## src/rtl/vga_pkg.sv

```systemverilog
// Shared definitions for the VGA code feeder: output width, FSM states and
// the 16-entry RGB444 palette that maps CPU nibbles onto screen colours.
package vga_pkg;

  localparam int CODE_W  = 24;
  localparam int COLOR_W = 12;

  typedef enum logic {
    IDLE = 1'b0,
    SHOW = 1'b1
  } feeder_state_e;

  localparam logic [COLOR_W-1:0] PALETTE [16] = '{
    12'h000, 12'hF00, 12'h0F0, 12'h00F,
    12'hFF0, 12'h0FF, 12'hF0F, 12'hFFF,
    12'h888, 12'h800, 12'h080, 12'h008,
    12'hF80, 12'h8F0, 12'h08F, 12'h444
  };

  // Map one byte (left nibble, right nibble) onto the two-half display code.
  function automatic logic [CODE_W-1:0] mapWord(input logic [7:0] word);
    return {PALETTE[word[7:4]], PALETTE[word[3:0]]};
  endfunction

endpackage

```

## src/rtl/sync_fifo.sv

```systemverilog
// Small single-clock FIFO with first-word-fall-through read data. Pointers
// carry one extra wrap bit so full and empty are told apart without a counter.
module sync_fifo #(
  parameter int WIDTH = 8,
  parameter int DEPTH = 4
) (
  input  logic             clk,
  input  logic             rst,
  input  logic             push,
  input  logic             pop,
  input  logic [WIDTH-1:0] wdata,
  output logic [WIDTH-1:0] rdata,
  output logic             full,
  output logic             empty
);

  localparam int AW = $clog2(DEPTH);

  logic [WIDTH-1:0] mem_q [DEPTH];
  logic [AW:0]      wrPtr_q;
  logic [AW:0]      rdPtr_q;
  logic             doPush;
  logic             doPop;

  assign doPush = push && !full;
  assign doPop  = pop && !empty;

  // Advance the write and read pointers; a simultaneous push and pop both happen.
  always_ff @(posedge clk) begin
    if (rst) begin
      wrPtr_q <= '0;
      rdPtr_q <= '0;
    end else begin
      if (doPush) wrPtr_q <= wrPtr_q + (AW+1)'(1);
      if (doPop)  rdPtr_q <= rdPtr_q + (AW+1)'(1);
    end
  end

  // Storage needs no reset; the pointers decide which entries are meaningful.
  always_ff @(posedge clk) begin
    if (doPush) mem_q[wrPtr_q[AW-1:0]] <= wdata;
  end

  assign rdata = mem_q[rdPtr_q[AW-1:0]];
  assign empty = (wrPtr_q == rdPtr_q);
  assign full  = (wrPtr_q[AW] != rdPtr_q[AW]) &&
                 (wrPtr_q[AW-1:0] == rdPtr_q[AW-1:0]);

endmodule

```

## src/rtl/vga_code_feeder.sv

```systemverilog
// Buffers CPU output words and presents each one as a palette-mapped 24-bit
// display code, changing only on vsync falling edges and holding every word
// for HOLD_FRAMES frames.
module vga_code_feeder
  import vga_pkg::*;
#(
  parameter int HOLD_FRAMES = 36,
  parameter int FIFO_DEPTH  = 4
) (
  input  logic              clk,
  input  logic              rst,
  input  logic [15:0]       in_data,
  input  logic              in_valid,
  output logic              in_ready,
  input  logic              vsync,
  output logic [CODE_W-1:0] code,
  output logic              busy
);

  localparam int CNT_W = (HOLD_FRAMES > 1) ? $clog2(HOLD_FRAMES) : 1;
  localparam logic [CNT_W-1:0] HOLD_RELOAD = CNT_W'(HOLD_FRAMES - 1);

  feeder_state_e      state_q;
  logic [CNT_W-1:0]   cnt_q;
  logic [CODE_W-1:0]  code_q;
  logic [CODE_W-1:0]  code_d;
  logic               vsync_q;
  logic               tick;
  logic               fifoPush;
  logic               fifoPop;
  logic               fifoFull;
  logic               fifoEmpty;
  logic [7:0]         fifoHead;
  logic               unusedHighBits;

  // Only the low byte carries palette indices.
  assign unusedHighBits = ^in_data[15:8];

  // Ready depends on registered occupancy only, never on a same-cycle pop.
  assign in_ready = !fifoFull && !rst;
  assign fifoPush = in_valid && in_ready;

  // A pop happens exactly when the FSM loads a new word on a frame tick.
  assign fifoPop = tick && !fifoEmpty && ((state_q == IDLE) || (cnt_q == '0));

  sync_fifo #(
    .WIDTH (8),
    .DEPTH (FIFO_DEPTH)
  ) u_fifo (
    .clk   (clk),
    .rst   (rst),
    .push  (fifoPush),
    .pop   (fifoPop),
    .wdata (in_data[7:0]),
    .rdata (fifoHead),
    .full  (fifoFull),
    .empty (fifoEmpty)
  );

  // Remember last vsync so its falling edge can be turned into a one-cycle tick.
  always_ff @(posedge clk) begin
    if (rst) vsync_q <= 1'b1;
    else     vsync_q <= vsync;
  end

  assign tick   = vsync_q && !vsync;
  assign code_d = mapWord(fifoHead);

  // Frame-hold FSM: load a word on a tick, count down frames, then reload or idle.
  always_ff @(posedge clk) begin
    if (rst) begin
      state_q <= IDLE;
      cnt_q   <= '0;
      code_q  <= '0;
    end else if (tick) begin
      case (state_q)
        IDLE: begin
          if (!fifoEmpty) begin
            code_q  <= code_d;
            cnt_q   <= HOLD_RELOAD;
            state_q <= SHOW;
          end
        end
        SHOW: begin
          if (cnt_q != '0) begin
            cnt_q <= cnt_q - CNT_W'(1);
          end else if (!fifoEmpty) begin
            code_q <= code_d;
            cnt_q  <= HOLD_RELOAD;
          end else begin
            state_q <= IDLE;
          end
        end
        default: state_q <= IDLE;
      endcase
    end
  end

  assign code = code_q;
  assign busy = (state_q == SHOW) || !fifoEmpty;

endmodule

```

## config.mk

```make
export PLATFORM = sky130hd
export DESIGN_NAME = vga_code_feeder
export DESIGN_NICKNAME = d
export VERILOG_FILES = /design/src/rtl/vga_pkg.sv /design/src/rtl/sync_fifo.sv /design/src/rtl/vga_code_feeder.sv
export SDC_FILE = /design/constraint.sdc
export NUM_CORES = 1
export LEC_CHECK = 0
export BUFFER_PORTS_ARGS = -buffer_cell sky130_fd_sc_hd__buf_4
export CAP_MARGIN = 20
export CORE_MARGIN = 3
export CORE_UTILIZATION = 53
export CTS_CLUSTER_SIZE = 12
export DETAILED_ROUTE_END_ITERATION = 6
export GPL_TIMING_DRIVEN = 1
export HOLD_SLACK_MARGIN = 0.05
export PLACE_DENSITY = 0.84
export SYNTH_ARGS = -nofsm -noshare
export SYNTH_HDL_FRONTEND = slang
export SYNTH_SLANG_ARGS = --single-unit
```

## constraint.sdc

```tcl
create_clock -name clk -period 3.8 [get_ports clk]
set_input_delay 0.57 -clock clk [delete_from_list [all_inputs] [get_ports clk]]
set_output_delay 0.57 -clock clk [all_outputs]
set_load 0.02 [all_outputs]
```

Word-level counts from Yosys, hierarchy flattened. Memory sizes are Yosys's and may differ from the RTL's. A register that Yosys moved wholly into a read port is not among the register bits. Index checks and enable logic that the tools add are counted.

$add $sub $neg: 3. Magnitude comparators: 2. Eq/ne operators: 4. Multiplexer cells: 17. Bitwise operators: 3. Reduce and logical (&&, ||, !) cells: 17.

Operator list (number): 12-bit 2-to-1 mux (4); 24-bit 2-to-1 mux (2); 24-bit one-hot mux with 2 select lines (1); 6-bit 2-to-1 mux (2); 6-bit one-hot mux with 2 select lines (1); 5-bit >= comparator (second input constant) (2); 4-bit inverter with 5-bit output (2); 1-bit logical AND (8); 3-bit by 1-bit adder with 3-bit output (second input constant) (2); 6-bit logical NOT (1); 6-bit nonzero test (1); 6-bit by 1-bit subtractor with 6-bit output (second input constant) (1); 1-bit logical NOT (4); 1-bit 2-to-1 mux (4); 2-bit 2-to-1 mux (2); 3-bit equality test (1); 2-bit equality test (1); 1-bit logical OR (2); 2-bit != test (second input constant) (1); 1-bit one-hot mux with 2 select lines (1); 2-bit AND reduction (1); 1-bit != test (1); 1-bit inverter (1).

Flip-flop bits (word level): 38. Memory bits (writable): 32. ROM bits: 384. Output and inout bits: 26. Memories: 3.

Memories: (no name shown) (words 16, bits a word 12, read ports 1, clocked after Yosys merged registers in 0, write ports 0, RTL line vga_pkg.sv:22) `return {PALETTE[word[7:4]], PALETTE[word[3:0]]};`; (no name shown) (words 16, bits a word 12, read ports 1, clocked after Yosys merged registers in 0, write ports 0, RTL line vga_pkg.sv:22); u_fifo.mem_q (words 4, bits a word 8, read ports 1, clocked after Yosys merged registers in 1, write ports 1, RTL line sync_fifo.sv:19) `logic [WIDTH-1:0] mem_q [DEPTH];`.

Depth between registers and ports, before layout.
Depth in word-level cells: 8. Gate-level depth with buffers: 9. Mapped depth without buffers: 8.

Hierarchy. Synthesis repeated with hierarchy kept, for this count alone.

Cells, all modules: 308. Area total of the unflattened synthesis: 3390.8 µm².

By module, submodules not included: sync_fifo (instances 1, cells each 110, area each 1731.7 µm², sequential area each 1121.1 µm²); vga_code_feeder (instances 1, cells each 198, area each 1659.1 µm², sequential area each 520.5 µm²).

Worst setup path before layout. No wires, ideal clock.

Kind: reg-to-reg. Start point: register with a tool-made name. End point: register code_q[3], in the netlist code[3]. Library setup time: 0.091 ns. Arrival time: 1.909 ns. Required time: 3.709 ns. Path slack: 1.800 ns. Cell stages (with the launch flop): 8. Path buffers: 1. Clock period less this slack: 2.000 ns. Cells stage by stage: dfxtp_1 -> buf_2 -> mux4_2 -> inv_1 -> ha_1 -> nor2b_1 -> nand2b_1 -> a311oi_1.

RTL lines: to (signal assigned) (RTL line vga_code_feeder.sv:79) `code_q <= code_d;`; to (signal assigned) (RTL line vga_code_feeder.sv:88) `code_q <= code_d;`; to (decl) (RTL line vga_code_feeder.sv:25) `logic [CODE_W-1:0] code_q;`.

==> flow_summary_export.csv <==
group,metric,value,unit
pwr,ir_drop,0.0002659,V
route,drt-initial-drc-count,121,
finish,drive_gt1_frac,0.2274,
finish,layout.nets,337,
pwr,p_leak,1.372,nW
die,coreArea,5608,um^2
global_routing,gr-total-overflow,0,
sta,relSlewSlack,0.4576,
route,viasPerCell,5.256,
sta,worst_slack,1436,ps
sta,finalMaxSlewViolations,0,
synthesis,synth.avg_cell_area,11.90,um^2
critical_path,crit_required,4010,ps
pwr,power_frac_seq,0.458,
status,status,"complete, no violations",
die,die_w,82.70,um
route,route.detailed.drc,0,
clock_network,cts_made_buffers,9,
route,vias,1950,
place,portBuffers,37,
global_routing,first_global_vias,1901,
synthesis,synth_fp_nets,305,
global_routing,gr-usage-all-layers,0.1694,
pwr,p_clk_frac,0.318,
pwr,combPwrFrac,0.224,
sta,max_freq,423.0,MHz
synthesis,synth_edf_count,32,
critical_path,critical_path.cell_chain,"mux4_2 -> inv_1 -> ha_1 -> inv_1 -> mux2i_1 -> nor2_1 -> a21oi_1 -> a311oi_1",
route,routed_wl,5038,um
critical_path,worst-setup-path-type,"flip-flop to flip-flop",
die,rows,27,
clock_network,tritoncts,"done",
worst_hold_path,holdCritPathClass,"input pin to flip-flop",
critical_path,cp-start-kind,"flip-flop",
critical_path,r2r_slack,1440,ps
worst_hold_path,hp-start,"in_data[1]",
clock_network,holdBufCountCts,0,
place,hpwl,3497,um
clock_network,clkLatencyLatePin,340,ps
critical_path,timing.rr.end,"code[3]",
place,placedCellCount,355,
critical_path,r2r_cells,8,
sta,setup_viol,0,
synthesis,synthCells,262,
route,wl_per_cell,13.58,um
finish,n_fill_cell,447,
pwr,switching_share,0.2993,
pwr,power_density,511.7,nW/um^2
synthesis,ys_ff_latch,66,
clock_network,clock_path_buffers,2,
critical_path,cp-end-kind,"flip-flop",
critical_path,path_buf_inv,2,
die,ioPinCount,46,
place,place.gp.congestion,0.8462,
global_routing,antenna_found_initial,0,
finish,fin_cells,371,
die,start_util,0.5560,
pwr,internal_power,0.001277,W
worst_hold_path,hold_end,"u_fifo.mem_q[2][1]",
global_routing,grt_pass1_wl,8459,um
synthesis,synth-warning-count,0,
critical_path,cp_max_fo,8,
clock_network,cts-root-buf,"clkbuf_8",
clock_network,clkTransAtPathRegs,70,ps
synthesis,ys.flop_type,"dfxtp_1",
sta,rsz0062_at_grt,"no",
critical_path,crit_path_top_delay_cell,"mux4_2",
critical_path,worstPathArrival,2570,ps
synthesis,ys_seq_area_frac,0.5265,
critical_path,cp_num_cells,8,
sta,period_needed,2364,ps
clock_network,h-tree-depth,3,
pwr,switchingPower,0.0005453,W
critical_path,cp_common_cell,"inv_1",
place,post-place-ws,1414,ps
global_routing,grt_max_degree,37,
synthesis,syn_area,3118,um^2
critical_path,critPathTopFamily,"multiplexers",
finish,seq_area,1642,um^2
die,die-area,6839,um^2
clock_network,cts.sinks,66,
synthesis,async_flop_share,0,
sta,fin_setup_tns,0,ps
finish,num_antenna_cells,0,
finish,layout-area-overhead-vs-synth,14.21,%
critical_path,cpPeakStageDelay,660,ps
die,die_h,82.70,um
sta,hold_slack,422.0,ps
sta,clock_skew,3.391,ps
flow_run,cap_violations,0,
clock_network,cts_setup_buffers,0,
sta,worst_pin_slew,808.2,ps
finish,multi_input_area,1285,um^2
synthesis,ys_types,41,
sta,hold_viol,0,
route,postRouteAntennaNets,0,
clock_network,cts_resized,0,
sta,finalCritPeriodShare,0.6221,
route,drt-pass1-iter-count,4,
worst_hold_path,hold_depth,1,
-- metrics by stage --
stage               power, W    util  instance area (um^2)
floorplan           0.001163       -                  3118
global placement    0.001249  0.6002                  3366
detailed placement  0.001260  0.6002                  3366
CTS                 0.001838  0.6350                  3561
global route        0.001924  0.6350                  3561
finish              0.001822  0.6350                  3561
-- cell usage after synthesis (2+ instances only) --
library cell / count / area (um^2)
dfxtp_1: 34 / 680.7
a211oi_2: 2 / 25.02
buf_2: 2 / 10.01
nand2_1: 17 / 63.81
o311ai_0: 2 / 17.52
and2_1: 5 / 31.28
a221oi_1: 2 / 17.52
a21oi_1: 8 / 40.04
nand2b_1: 4 / 25.02
o21ai_0: 2 / 10.01
nor2_1: 32 / 120.1
buf_6: 3 / 33.78
o21a_1: 5 / 37.54
nor3_1: 3 / 15.01
buf_4: 6 / 45.04
a211oi_1: 15 / 112.6
edfxtp_1: 32 / 960.9
clkbuf_1: 5 / 18.77
a311oi_1: 3 / 26.28
xnor2_1: 5 / 43.79
mux4_2: 8 / 180.2
ha_1: 23 / 287.8
mux2i_1: 9 / 90.09
nor2b_1: 2 / 12.51
inv_1: 17 / 63.81
-- worst register-to-register path, delay by kind of cell, from the launching register on --
kind	cells	cell delay [ps]
AO/OA/AOI/OAI	2	320
flip-flops	1	650
adder cells (fa/ha/maj)	1	170
buffers and inverters	2	220
multiplexers	2	790
AND/OR/NAND/NOR	1	70
-- area by class of cell --
type	instances	area share
inverter	17	0.01792
multi-input combinational	162	0.3609
sequential	66	0.4610
timing repair buffer	38	0.08011
clock inverter	6	0.01897
clock buffer	10	0.03584
tap	72	0.02530
-- state kept, by name, indices dropped and copies added (netlist names), named ones only --
signal and count:
u_fifo.wrPtr_q 3, code 18, state_q 1, u_fifo.mem_q 32
vsync_q 1, cnt_q 6, u_fifo.rdPtr_q 3
-- power by group through the flow --
stage	registers, W	logic, W	clock network, W
6_report	0.000835	0.000408	0.000579
2_1_floorplan	0.000872	0.000291	0
3_3_place_gp	0.000850	0.000400	0
3_5_place_dp	0.000853	0.000407	0
4_1_cts	0.000837	0.000411	0.000590
5_1_grt	0.000845	0.000455	0.000624
-- worst max path at each step --
stage                    endpoint       from
6_report                  code[3]  flip-flop
5_1_grt                   code[3]  flip-flop
4_1_cts                   code[3]  flip-flop
3_5_place_dp   u_fifo.mem_q[3][1]        rst
3_3_place_gp   u_fifo.mem_q[3][1]        rst
2_1_floorplan             code[3]  flip-flop
-- cells in the final DEF, fill, tap and decap left out, types with 2 or more instances in the layout --
cell type	instances
o21a_1	5
buf_4	38
nand2b_1	4
edfxtp_1	32
nor3_1	3
a211oi_2	2
clkinvlp_4	5
a21oi_1	8
a211oi_1	15
xnor2_1	5
o21ai_0	2
inv_1	17
a221oi_1	2
dfxtp_1	34
mux4_2	8
and2_1	5
o311ai_0	2
nor2_1	32
nor2b_1	2
clkbuf_8	9
nand2_1	17
mux2i_1	9
ha_1	23
a311oi_1	3
-- logic make-up (layout without fill, tap and decap cells) --
kind of cell               after synthesis  after routing  share of synthesized area
xor gates and xnor gates                 6              6                    0.01685
buffers and inverters                   34             71                    0.06140
AOI/OAI and AO/OA                       45             45                     0.1096
muxes                                   18             18                    0.09029
adders and majority gates               23             23                    0.09230
DFF                                     66             66                     0.5265
and+or+nand+nor                         70             70                     0.1031
-- metal layers --
| metal | global-route usage | vias to the layer above | share of wire |
|---|---|---|---|
| met4 | 0.08333 | 0 | 0.014 |
| met1 | 0.1966 | 917 | 0.46 |
| met2 | 0.2813 | 40 | 0.48 |
| li1 | - | 988 | - |
| met5 | 0 | - | 0 |
| met3 | 0.05531 | 5 | 0.048 |
(Power assumes the default switching activity.)
